**src/rtl/fft_stage5_r2.sv**
```systemverilog
// ----------------------------------------------------------------------------
// fft_stage5_r2
//   Final radix-2 SDF stage of the 32-point FFT pipeline. Adjacent sample
//   pairs (a,b) are combined with a twiddle of W^0 through a delay-1 feedback
//   register. For each pair the stage emits a+b, followed by a-b. Every output
//   sample carries a 5-bit frame position for the downstream reorder buffer.
//
//   Optional build macro: STAGE5_SAT16_EN
//     defined   : sum/diff clamped to [-32768, 32767], sign-extended to OUT_W
//     undefined : full-precision OUT_W result, no clamping
//
// Ports
//   clk          in   clock, rising edge
//   rst_n        in   asynchronous active-low reset
//   valid_i      in   input sample valid
//   data_in_r/i  in   IN_W signed real/imag input
//   valid_o      out  output sample valid
//   data_out_r/i out  OUT_W signed real/imag output (holds when valid_o=0)
//   idx_o        out  5-bit output position in frame, wraps 31->0
//
// Pipeline: input reg -> FSM/feedback -> result reg -> output reg
// ----------------------------------------------------------------------------
module fft_stage5_r2 #(
    parameter int IN_W  = 17,
    parameter int OUT_W = 18
) (
    input  logic                    clk,
    input  logic                    rst_n,
    input  logic                    valid_i,
    input  logic signed [IN_W-1:0]  data_in_r,
    input  logic signed [IN_W-1:0]  data_in_i,
    output logic                    valid_o,
    output logic signed [OUT_W-1:0] data_out_r,
    output logic signed [OUT_W-1:0] data_out_i,
    output logic [4:0]              idx_o
);

    localparam logic [1:0] S_IDLE = 2'd0;
    localparam logic [1:0] S_HALF = 2'd1;
    localparam logic [1:0] S_DIFF = 2'd2;

`ifdef STAGE5_SAT16_EN
    localparam logic signed [OUT_W-1:0] SAT_MAX = OUT_W'(32767);
    localparam logic signed [OUT_W-1:0] SAT_MIN = OUT_W'(-32768);

    function automatic logic signed [OUT_W-1:0] sat(input logic signed [OUT_W-1:0] x);
        if (x > SAT_MAX)      return SAT_MAX;
        else if (x < SAT_MIN) return SAT_MIN;
        else                  return x;
    endfunction
`else
    function automatic logic signed [OUT_W-1:0] sat(input logic signed [OUT_W-1:0] x);
        return x;
    endfunction
`endif

    // Input register
    logic                    v_q, v_d;
    logic signed [IN_W-1:0]  in_r_q, in_r_d;
    logic signed [IN_W-1:0]  in_i_q, in_i_d;

    // FSM and feedback register (holds a, then a-b)
    logic [1:0]              state_q, state_d;
    logic signed [OUT_W-1:0] fb_r_q, fb_r_d;
    logic signed [OUT_W-1:0] fb_i_q, fb_i_d;

    // Result register (sample produced by the FSM)
    logic                    res_v_q, res_v_d;
    logic signed [OUT_W-1:0] res_r_q, res_r_d;
    logic signed [OUT_W-1:0] res_i_q, res_i_d;

    // Output register and frame position counter
    logic                    valid_o_q, valid_o_d;
    logic signed [OUT_W-1:0] out_r_q, out_r_d;
    logic signed [OUT_W-1:0] out_i_q, out_i_d;
    logic [4:0]              idx_o_q, idx_o_d;
    logic [4:0]              cnt_q, cnt_d;

    logic signed [OUT_W-1:0] in_r_x, in_i_x;

    assign in_r_x = {{(OUT_W-IN_W){in_r_q[IN_W-1]}}, in_r_q};
    assign in_i_x = {{(OUT_W-IN_W){in_i_q[IN_W-1]}}, in_i_q};

    always_comb begin
        v_d    = valid_i;
        in_r_d = data_in_r;
        in_i_d = data_in_i;
    end

    always_comb begin
        state_d = state_q;
        fb_r_d  = fb_r_q;
        fb_i_d  = fb_i_q;
        res_v_d = 1'b0;
        res_r_d = res_r_q;
        res_i_d = res_i_q;
        case (state_q)
            S_IDLE: begin
                if (v_q) begin
                    fb_r_d  = in_r_x;
                    fb_i_d  = in_i_x;
                    state_d = S_HALF;
                end
            end
            S_HALF: begin
                if (v_q) begin
                    res_v_d = 1'b1;
                    res_r_d = sat(fb_r_q + in_r_x);
                    res_i_d = sat(fb_i_q + in_i_x);
                    fb_r_d  = fb_r_q - in_r_x;
                    fb_i_d  = fb_i_q - in_i_x;
                    state_d = S_DIFF;
                end
            end
            S_DIFF: begin
                // The pending diff drains regardless of input; a sample
                // arriving now starts the next pair.
                res_v_d = 1'b1;
                res_r_d = sat(fb_r_q);
                res_i_d = sat(fb_i_q);
                if (v_q) begin
                    fb_r_d  = in_r_x;
                    fb_i_d  = in_i_x;
                    state_d = S_HALF;
                end else begin
                    state_d = S_IDLE;
                end
            end
            default: state_d = S_IDLE;
        endcase
    end

    always_comb begin
        valid_o_d = res_v_q;
        out_r_d   = out_r_q;
        out_i_d   = out_i_q;
        idx_o_d   = idx_o_q;
        cnt_d     = cnt_q;
        if (res_v_q) begin
            out_r_d = res_r_q;
            out_i_d = res_i_q;
            idx_o_d = cnt_q;
            cnt_d   = cnt_q + 5'd1;
        end
    end

    always_ff @(posedge clk or negedge rst_n) begin
        if (!rst_n) begin
            v_q       <= 1'b0;
            in_r_q    <= '0;
            in_i_q    <= '0;
            state_q   <= S_IDLE;
            fb_r_q    <= '0;
            fb_i_q    <= '0;
            res_v_q   <= 1'b0;
            res_r_q   <= '0;
            res_i_q   <= '0;
            valid_o_q <= 1'b0;
            out_r_q   <= '0;
            out_i_q   <= '0;
            idx_o_q   <= '0;
            cnt_q     <= '0;
        end else begin
            v_q       <= v_d;
            in_r_q    <= in_r_d;
            in_i_q    <= in_i_d;
            state_q   <= state_d;
            fb_r_q    <= fb_r_d;
            fb_i_q    <= fb_i_d;
            res_v_q   <= res_v_d;
            res_r_q   <= res_r_d;
            res_i_q   <= res_i_d;
            valid_o_q <= valid_o_d;
            out_r_q   <= out_r_d;
            out_i_q   <= out_i_d;
            idx_o_q   <= idx_o_d;
            cnt_q     <= cnt_d;
        end
    end

    assign valid_o    = valid_o_q;
    assign data_out_r = out_r_q;
    assign data_out_i = out_i_q;
    assign idx_o      = idx_o_q;

endmodule

```
**config.mk**
```make
export PLATFORM = sky130hd
export DESIGN_NAME = fft_stage5_r2
export DESIGN_NICKNAME = d
export VERILOG_FILES = /design/src/rtl/fft_stage5_r2.sv
export SDC_FILE = /design/constraint.sdc
export NUM_CORES = 1
export LEC_CHECK = 0
export BUFFER_PORTS_ARGS = -buffer_cell sky130_fd_sc_hd__buf_4
export CORE_MARGIN = 2
export CORE_UTILIZATION = 25
export CTS_BUF_LIST = sky130_fd_sc_hd__clkbuf_8
export CTS_CLUSTER_SIZE = 16
export DETAILED_ROUTE_END_ITERATION = 8
export SKIP_CTS_REPAIR_TIMING = 1
export SLEW_MARGIN = 10
export SYNTH_ARGS = -nofsm -noshare
export SYNTH_HDL_FRONTEND = slang
export SYNTH_SLANG_ARGS = --single-unit
```
**constraint.sdc**
```tcl
create_clock -name clk -period 3.05 [get_ports clk]
set_input_delay 0.61 -clock clk [delete_from_list [all_inputs] [get_ports clk]]
set_output_delay 0.61 -clock clk [all_outputs]
set_load 0.03 [all_outputs]
```
==> impl_results.md, run 1 <==
* Ant diodes at 0
* WP data arrival at 3160 ps
* Pin count of the biggest net entering global routing at 58
* Synth Cell Area at 9543 sq um
* Worst reg2reg setup slack at 230 ps
* CTS tree: yes
* Core area at 37670 sq um
* Detailed-route via count at 7369
* Tot GR Track Use at 0.1259
* First-pass GRT wire length at 39.14 mm
* CTS root buffer: clkbuf_8
* DR pass1 iterations at 5
* Worst slew margin relative to its limit at 0.4867
* Flops & latches, synth at 157
* Clock power share at 0.117
* Post-synth top flop: dfrtp_1
* Worst skew pair latency at 470 ps
* Cell with the most instances after synthesis: dfrtp_1
* Post-synth top area share at 0.4117
* Critical Path RT at 3390 ps
* Layout Skew at 15.28 ps
* Via density at 4.620
* TritonCTS Buffers at 17
* Initial antenna violation count at 0
* Largest fanout on the critical path at 7
* Hold Path Class: in2async
* Fin crit share at 0.9245
* DIE AREA at 39750 sq um
* Status: complete, no violations
* Routed WL at 24.45 mm
* Fraction of layout cells with a size suffix above 1 at 0.1882
* Starting DRT DRC Count at 358
* Peak supply drop at 0.3560 mV
* Distinct cells, synth at 76
* Fin nets at 1185
* Power Density at 1181 nW/um^2
* # DRC at 0
* Sw Share at 0.4694
* Area leader, netlist: dfrtp_1
* Final Max Tran Viols at 0
* Leak pwr at 4.926 nW
* Mapped Cells at 1006
* Total congestion overflow at 0
* Peak Freq at 354.7 MHz
* Asr flop ratio synth at 1.000
* H-tree levels at 4
* Critical Path End Type: flop
* P_sw at 6.162 mW
* Wire per inst at 15.33 microns
* Die W at 199.4 microns
* Sequential Power Share at 0.285
* Final min period at 2820 ps
* Area growth, synth to finish at 16.52%
* CTS Buffer Depth at 2
* DPL Wire Length at 18.55 mm
* Post-synth EDFFs at 0
* Hold_ws at 74.10 ps
* Synth Area per Inst at 9.486 sq um
* Critical path launch point type: flop
* Site Rows at 71
* Int Power at 6.966 mW
* Final hold violations at 0
* Final setup vio count at 0
* Register area share after synthesis at 0.4117
* Gp weighted congestion at 0.8667
* Combinational power share at 0.598
* Top cells by area, synth: dfrtp_1, ha_1, a21oi_1, mux2_2, nor2_1
* Die height at 199.4 microns
* Fill count at 3955
* Antenna Nets Post-Route at 0
* Post-synth top cells: dfrtp_1, a21oi_1, nor2_1
* Maxcap violations at 0
* Yosys Warn Count at 0
* Top Ports at 79
* IO buf count at 78
* RSZ-0062 raised after global routing: false
* Clock Sinks at 157
* Vias in the first global route at 7134
* Initial Utilization at 0.2534
* CP Class: reg2reg
* Setup tns final at 0 ps
* Post-synth net total at 1120
* Slew @ Worst Pin at 767.1 ps
* Clock transition at the registers of the reported paths at 90 ps
-- power groups by stage --
stage / registers, mW / clock network [mW] / logic [mW]
floorplan: 3.97 / 0 / 5.44
global placement: 3.75 / 0 / 7.73
detailed placement: 3.78 / 0 / 7.84
CTS: 3.74 / 1.59 / 7.88
global route: 3.86 / 1.68 / 8.74
finish: 3.74 / 1.53 / 7.86
-- sequential cells by signal (all words and copies together), names as in the netlist --
register and flops:
data_out_i 18, res_r_q 18, fb_r_q 18, v_q 1, idx_o 5, valid_o 1
data_out_r 18, fb_i_q 18, res_v_q 1, cnt_q 5, in_i_q 17, res_i_q 18
in_r_q 17, state_q 2
-- kinds of logic after synthesis --
logic type                 after synthesis  synth area share
xor gates and xnor gates                49           0.04497
buffers and inverters                  120           0.05507
AOI/OAI and AO/OA                      288            0.1885
adders and majority gates               77            0.1041
muxes                                   59           0.06805
and+or+nand+nor                        256            0.1276
DFF                                    157            0.4117
-- routing by layer --
metal,vias to the layer above,share of wire,global-route usage
li1,3665,-,-
met1,3545,0.49,0.1746
met2,140,0.44,0.1940
met3,19,0.058,0.03291
met4,0,0.012,0.03265
met5,-,0,0
-- per-stage QoR --
step           power, mW  setup slack (ps)  cell area [sq um]    util  instances
4_1_cts            13.22             99.48              11110  0.2950       1595
3_3_place_gp       11.47             152.8              10730  0.2849       1563
3_5_place_dp       11.62             120.5              10730  0.2849       1563
6_report           13.13             230.4              11120  0.2952       1595
2_1_floorplan      9.406             505.3               9543       -       1006
5_1_grt            14.27             39.36              11120  0.2952       1595
-- path summary, 6_finish.rpt --
check,start,end,depth (start not counted)
setup / recovery,in_i_q[9],res_i_q[15],10
setup reg to reg,in_i_q[9],res_i_q[15],10
hold reg to reg,cnt_q[4],cnt_q[4],1
hold / removal,rst_n,state_q[1],1
min in group clk,data_in_r[12],in_r_q[12],1
max in group asynchronous,rst_n,res_r_q[5],2
-- critical path, cell delays in order (launching register included) --
cell and delay [ps]:
dfrtp_1 480, inv_1 70, ha_1 400, inv_1 180
a21oi_1 80, o31ai_1 520, nor3_1 170, o31ai_2 360
o311a_1 230, xnor2_1 130, o21ai_1 70
-- area by class of cell --
type / count / area (sq um) / share of cell area
Inverter: 65 / 244.0 / 0.02194
Multi-Input combinational cell: 729 / 5114 / 0.4599
Sequential cell: 157 / 3930 / 0.3534
Tap cell: 511 / 639.4 / 0.05750
Clock buffer: 18 / 247.7 / 0.02228
Timing Repair Buffer: 101 / 812.0 / 0.07303
Clock inverter: 14 / 132.6 / 0.01193
-- cell usage in the layout, fill, tap and decap left out, types with 5 or more instances in the layout --
master,count
dfrtp_1,156
mux2_2,47
inv_6,7
xnor2_1,32
or3_1,5
a21o_1,10
a211oi_1,11
o21ai_0,63
nand2_1,63
o21a_1,11
o21bai_1,5
nand3_1,8
o31ai_1,9
xor2_1,17
ha_1,72
and3_1,5
nor3_1,29
buf_4,96
nand2b_1,17
clkinvlp_4,5
nor2_1,88
o22ai_1,6
nand3b_1,8
inv_1,66
a31oi_1,12
clkbuf_8,18
nor2b_1,9
a21oi_1,111
mux2i_1,11
Note: power is estimated with default switching activity, not from simulation.
==> run 2: changes to the inputs <==
--- a/config.mk
+++ b/config.mk
@@ -8,7 +8,7 @@
 export BUFFER_PORTS_ARGS = -buffer_cell sky130_fd_sc_hd__buf_4
 export CORE_MARGIN = 2
 export CORE_UTILIZATION = 25
-export CTS_BUF_LIST = sky130_fd_sc_hd__clkbuf_8
+export CTS_BUF_LIST = sky130_fd_sc_hd__clkbuf_16
 export CTS_CLUSTER_SIZE = 16
 export DETAILED_ROUTE_END_ITERATION = 8
 export SKIP_CTS_REPAIR_TIMING = 1
==> run 2 against run 1 <==
Global-route usage grew 0.10 points. Routed wire length increased by 0.13%. Worst hold slack improved by 36 ps. Sequential power barely moved. First-iteration DRC count decreased by 1.4%. Critical path depth stayed put. Sequential share of layout area shrank 0.57 points. Power rose by 4.0%. Clock power rose by 34%. Flip-flop and latch count did not move. Utilization up 0.48 points. Largest cell class unchanged. Largest power group unchanged.
==> impl_results.md, run 2 (synthesized netlist as in run 1, its figures left out) <==
* Vias in the first global route at 7128 (-0.084%)
* CTS Buffer Depth at 2 (unchanged)
* Setup tns final at 0 ps (unchanged)
* Initial Utilization at 0.2534 (unchanged)
* Die height at 199.4 microns (unchanged)
* Antenna Nets Post-Route at 0 (unchanged)
* WP data arrival at 3110 ps (-50 ps)
* Detailed-route via count at 7336 (-0.45%)
* Area growth, synth to finish at 18.42%
* Maxcap violations at 0 (unchanged)
* Commonest cells after routing, fill and taps aside: dfrtp_1, a21oi_1, buf_4, nor2_1, ha_1
* Worst slew margin relative to its limit at 0.4834 (-0.003264)
* First-pass GRT wire length at 39.27 mm (+0.33%)
* Via density at 4.599 (-0.45%)
* Final Max Tran Viols at 0 (unchanged)
* Clock Sinks at 157 (unchanged)
* Site Rows at 71 (unchanged)
* DR pass1 iterations at 5 (unchanged)
* Final setup vio count at 0 (unchanged)
* Starting DRT DRC Count at 353 (-1.4%)
* Power Density at 1208 nW/um^2 (+2.3%)
* Top Ports at 79 (unchanged)
* Leak pwr at 5.007 nW (+1.7%)
* CTS root buffer: clkbuf_16
* Sequential Power Share at 0.274 (-0.011)
* Crit-path leading delay family: compound AO/OA/AOI/OAI gates
* DP Area at 10730 sq um (unchanged)
* Core area at 37670 sq um (unchanged)
* Crit-path max cell delay at 520 ps (about the same)
* # DRC at 0 (unchanged)
* Wire per inst at 15.35 microns (+0.13%)
* Pin count of the biggest net entering global routing at 58 (unchanged)
* Critical Path End Type: flop
* Post-Layout Inst Area at 11300 sq um (+1.6%)
* H-tree levels at 4 (unchanged)
* Fin nets at 1185 (unchanged)
* RSZ-0062 raised after global routing: false
* Critical Path Slowest Stage Cell: o31ai_1
* IO buf count at 78 (unchanged)
* Largest fanout on the critical path at 7 (unchanged)
* Hold Path Class: in2async
* Ant diodes at 0 (unchanged)
* DIE AREA at 39750 sq um (unchanged)
* TritonCTS Buffers at 17 (unchanged)
* Critical Path RT at 3360 ps (-30 ps)
* Initial antenna violation count at 0 (unchanged)
* Layout Skew at 11.32 ps (-3.958 ps)
* Int Power at 7.425 mW (+6.6%)
* Final min period at 2798 ps (-21.25 ps)
* Gp weighted congestion at 0.8667 (unchanged)
* Peak supply drop at 0.4828 mV (+36%)
* P_sw at 6.227 mW (+1.1%)
* Final hold violations at 0 (unchanged)
* Status: complete, no violations
* DPL Wire Length at 18.55 mm (unchanged)
* CP Class: reg2reg
* Die W at 199.4 microns (unchanged)
* Critical path launch point type: flop
* Clock power share at 0.151 (+0.034)
* Sw Share at 0.4561 (-0.01323)
* Clock transition at the registers of the reported paths at 70 ps (-20 ps)
* Peak Freq at 357.3 MHz (+0.76%)
* CP Buf/Inv Count at 2 (unchanged)
* Fin crit share at 0.9175 (-0.006969)
* Total congestion overflow at 0 (unchanged)
* Combinational power share at 0.575 (-0.023)
* Routed WL at 24.48 mm (+0.13%)
* Fraction of layout cells with a size suffix above 1 at 0.1873 (-0.0009225)
* Slew @ Worst Pin at 772.0 ps (+4.878 ps)
* Crit-path cells: inv_1 -> ha_1 -> inv_1 -> a21oi_1 -> o31ai_1 -> nor3_1 -> o31ai_2 -> o311a_1 -> xnor2_1 -> o21ai_1
* Most common cell after layout, fill and taps aside: dfrtp_1
* Worst skew pair latency at 440 ps (-30 ps)
* Cell mode on critical path: inv_1
* Tot GR Track Use at 0.1269 (+0.001047)
* CTS tree: yes
run 2: final cells by class:
class,count,area (sq um)
inverters,65,244.0
fillers,3944,26370
flip-flops and latches,157,3930
multi-input cells,729,5114
repair buffers,101,812.0
well taps,511,639.4
clock buffers,17,425.4
clock inverters,15,136.4
run 2: power by group through the flow:
| stage | Combinational, mW | Sequential (mW) | Clock, mW |
|---|---|---|---|
| after global routing | 8.74 | 3.86 | 2.21 |
| after detailed placement | 7.84 | 3.78 | 0 |
| after CTS | 7.88 | 3.75 | 2.12 |
| final | 7.86 | 3.74 | 2.05 |
| after floorplan | 5.44 | 3.97 | 0 |
| after global placement | 7.73 | 3.75 | 0 |
run 2: metrics by stage:
stage	setup WS [ps]	hold WS [ps]	power, mW	utilization	instances
floorplan	505.3	314.4	9.406	-	1006
global placement	152.8	460.5	11.47	0.2849	1563
detailed placement	120.5	464.8	11.62	0.2849	1563
CTS	99.84	122.8	13.75	0.2998	1595
global route	40.21	145.5	14.82	0.3000	1595
finish	251.6	110.5	13.65	0.3000	1595
run 2: worst paths after layout:
check                      slack, ps  depth (start not counted)           from            end
hold / removal                   110                          1          rst_n     state_q[1]
hold reg to reg                  470                          1       cnt_q[4]       cnt_q[4]
setup reg to reg                 250                         10      in_i_q[9]    res_i_q[15]
setup / recovery                 250                         10      in_i_q[9]    res_i_q[15]
max in group asynchronous       2250                          2          rst_n  data_out_r[0]
min in group clk                 270                          1  data_in_r[12]     in_r_q[12]
run 2: metal layers:
layer,wire [microns],vias up,GRT usage,part of all wire
met3,1415,18,0.03494,0.058
met1,12070,3529,0.1752,0.49
li1,-,3663,-,-
met5,0,-,0,0
met2,10720,126,0.1938,0.44
met4,280,0,0.03594,0.011
==> run 3: changes to the inputs <==
--- a/config.mk
+++ b/config.mk
@@ -11,6 +11,7 @@
 export CTS_BUF_LIST = sky130_fd_sc_hd__clkbuf_16
 export CTS_CLUSTER_SIZE = 16
 export DETAILED_ROUTE_END_ITERATION = 8
+export SETUP_SLACK_MARGIN = 0.3
 export SKIP_CTS_REPAIR_TIMING = 1
 export SLEW_MARGIN = 10
 export SYNTH_ARGS = -nofsm -noshare
==> run 3 against run 2 <==
Maximum frequency rose by 1.6%. Non-clock buffer count rose by 1. Clock skew barely moved. Die area did not move. Count of clock-buffer cells in the layout did not move. Routed wire length rose by 0.92%. Power rose by 1.7%. Sequential power barely moved. Combinational power rose by 2.9%. Cell count barely moved. Flip-flop and latch count did not move. Via count rose by 1.2%.
==> impl_results.md, run 3 (synthesized netlist as in run 1, its figures left out) <==
* Critical path startpoint: in_i_q[9]
* Pin count of the biggest net entering global routing at 58 (unchanged)
* Worst reg2reg setup slack at 300 ps (+50 ps)
* Fin nets at 1186 (+0.084%)
* Die height at 199.4 microns (unchanged)
* Final setup vio count at 0 (unchanged)
* RSZ-0062 raised after global routing: true
* Multi-input gate area at 5248 sq um (+2.6%)
* Fill count at 3935 (-0.23%)
* Peak supply drop at 0.4857 mV (+0.60%)
* Routed WL at 24.70 mm (+0.92%)
* DIE AREA at 39750 sq um (unchanged)
* Via density at 4.650 (+1.1%)
* Sequential Power Share at 0.270 (-0.004)
* Ant diodes at 0 (unchanged)
* Starting DRT DRC Count at 361 (+2.3%)
* DP Area at 10730 sq um (unchanged)
* Commonest cells after routing, fill and taps aside: dfrtp_1, a21oi_1, buf_4, nor2_1, ha_1
* DPL Wire Length at 18.55 mm (unchanged)
* Post-Layout Inst Area at 11440 sq um (+1.3%)
* Critical Path Slowest Stage Cell: dfrtp_1
* Antenna Nets Post-Route at 0 (unchanged)
* Worst slew margin relative to its limit at 0.4820 (-0.001434)
* Total congestion overflow at 0 (unchanged)
* Largest fanout on the critical path at 7 (unchanged)
* Layout Skew at 10.95 ps (-0.3718 ps)
* Sw Share at 0.4581 (+0.001981)
* Cell mode on critical path: inv_1
* Clock Sinks at 157 (unchanged)
* Fin crit share at 0.9027 (-0.01476)
* Die W at 199.4 microns (unchanged)
* P_sw at 6.360 mW (+2.1%)
* Site Rows at 71 (unchanged)
* Crit-path max cell delay at 470 ps (-50 ps)
* Hold Path Class: in2async
* Most common cell after layout, fill and taps aside: dfrtp_1
* CTS root buffer: clkbuf_16
* Vias in the first global route at 7128 (unchanged)
* Combinational power share at 0.583 (+0.008)
* Clock transition at the registers of the reported paths at 70 ps (about the same)
* Status: complete, no violations
* Final hold violations at 0 (unchanged)
* Maxcap violations at 0 (unchanged)
* DR pass1 iterations at 5 (unchanged)
* Critical Path End Type: flop
* Gp weighted congestion at 0.8667 (unchanged)
* Core area at 37670 sq um (unchanged)
* IO buf count at 78 (unchanged)
* CTS Buffer Depth at 2 (unchanged)
* First-pass GRT wire length at 39.27 mm (unchanged)
* Detailed-route via count at 7422 (+1.2%)
* CP Class: reg2reg
* # DRC at 0 (unchanged)
* Crit-path cells: inv_1 -> ha_1 -> inv_1 -> and4_1 -> nand2_1 -> o41ai_2 -> mux2_2 -> o21a_1 -> o31ai_1
* Leak pwr at 5.035 nW (+0.54%)
* Fraction of layout cells with a size suffix above 1 at 0.2120 (+0.02471)
* Top Ports at 79 (unchanged)
* CP Buf/Inv Count at 2 (unchanged)
* Clock power share at 0.148 (-0.003)
* Worst r2r src: in_i_q[9]
* H-tree levels at 4 (unchanged)
* Initial Utilization at 0.2534 (unchanged)
* Peak Freq at 363.2 MHz (+1.6%)
* Crit-path leading delay family: compound AO/OA/AOI/OAI gates
* Critical Path RT at 3390 ps (+30 ps)
* Initial antenna violation count at 0 (unchanged)
* Area growth, synth to finish at 19.93%
* Power Density at 1213 nW/um^2 (+0.43%)
* Seq. cell area at 3933 sq um (about the same)
* WP data arrival at 3100 ps (about the same)
* Wire per inst at 15.48 microns (+0.86%)
* Slew @ Worst Pin at 774.1 ps (+2.143 ps)
* Final min period at 2753 ps (-45.03 ps)
* Critical path launch point type: flop
* CTS tree: yes
* Setup tns final at 0 ps (unchanged)
* Final Max Tran Viols at 0 (unchanged)
* Final Core Density at 0.3038 (+0.003820)
* TritonCTS Buffers at 17 (unchanged)
* Worst skew pair latency at 440 ps (about the same)
* Int Power at 7.524 mW (+1.3%)
* Tot GR Track Use at 0.1269 (unchanged)
run 3: changes by cell type in the layout (fill, tap and decap cells not counted), sizes merged:
cell,delta
buf,+1
run 3: power groups by stage:
stage	clock network, mW	registers [mW]	logic [mW]
final	2.05	3.75	8.09
after global routing	2.21	3.87	8.96
after global placement	0	3.75	7.73
after detailed placement	0	3.78	7.84
after floorplan	0	3.97	5.44
after CTS	2.12	3.75	7.88
run 3: cell type report:
cell class	instances	share of cell area
Multi-Input combinational cell	729	0.4585
Timing Repair Buffer	102	0.07161
Inverter	65	0.02132
Clock buffer	17	0.03717
Clock inverter	15	0.01192
Tap cell	511	0.05587
Sequential cell	157	0.3436
run 3: metal layers:
layer	global-route usage	part of all wire
met5	0	0
met4	0.03594	0.011
met3	0.03494	0.066
met2	0.1938	0.44
met1	0.1752	0.48
run 3: final timing paths:
| check | endpoint | cells after the start |
|---|---|---|
| worst max-delay path | res_i_q[17] | 9 |
| worst min-delay path | state_q[1] | 1 |
| worst max register to register | res_i_q[17] | 9 |
| worst min register to register | cnt_q[4] | 1 |
| max in group asynchronous | data_out_r[0] | 2 |
| min in group clk | in_r_q[12] | 1 |
run 3: stage by stage:
step	std cells	hold slack (ps)	power [mW]	worst slack, ps
final	1596	108.7	13.88	296.6
after CTS	1595	122.8	13.75	99.84
after global routing	1596	145.5	15.04	207.3
after detailed placement	1563	464.8	11.62	120.5
after floorplan	1006	314.4	9.406	505.3
after global placement	1563	460.5	11.47	152.8
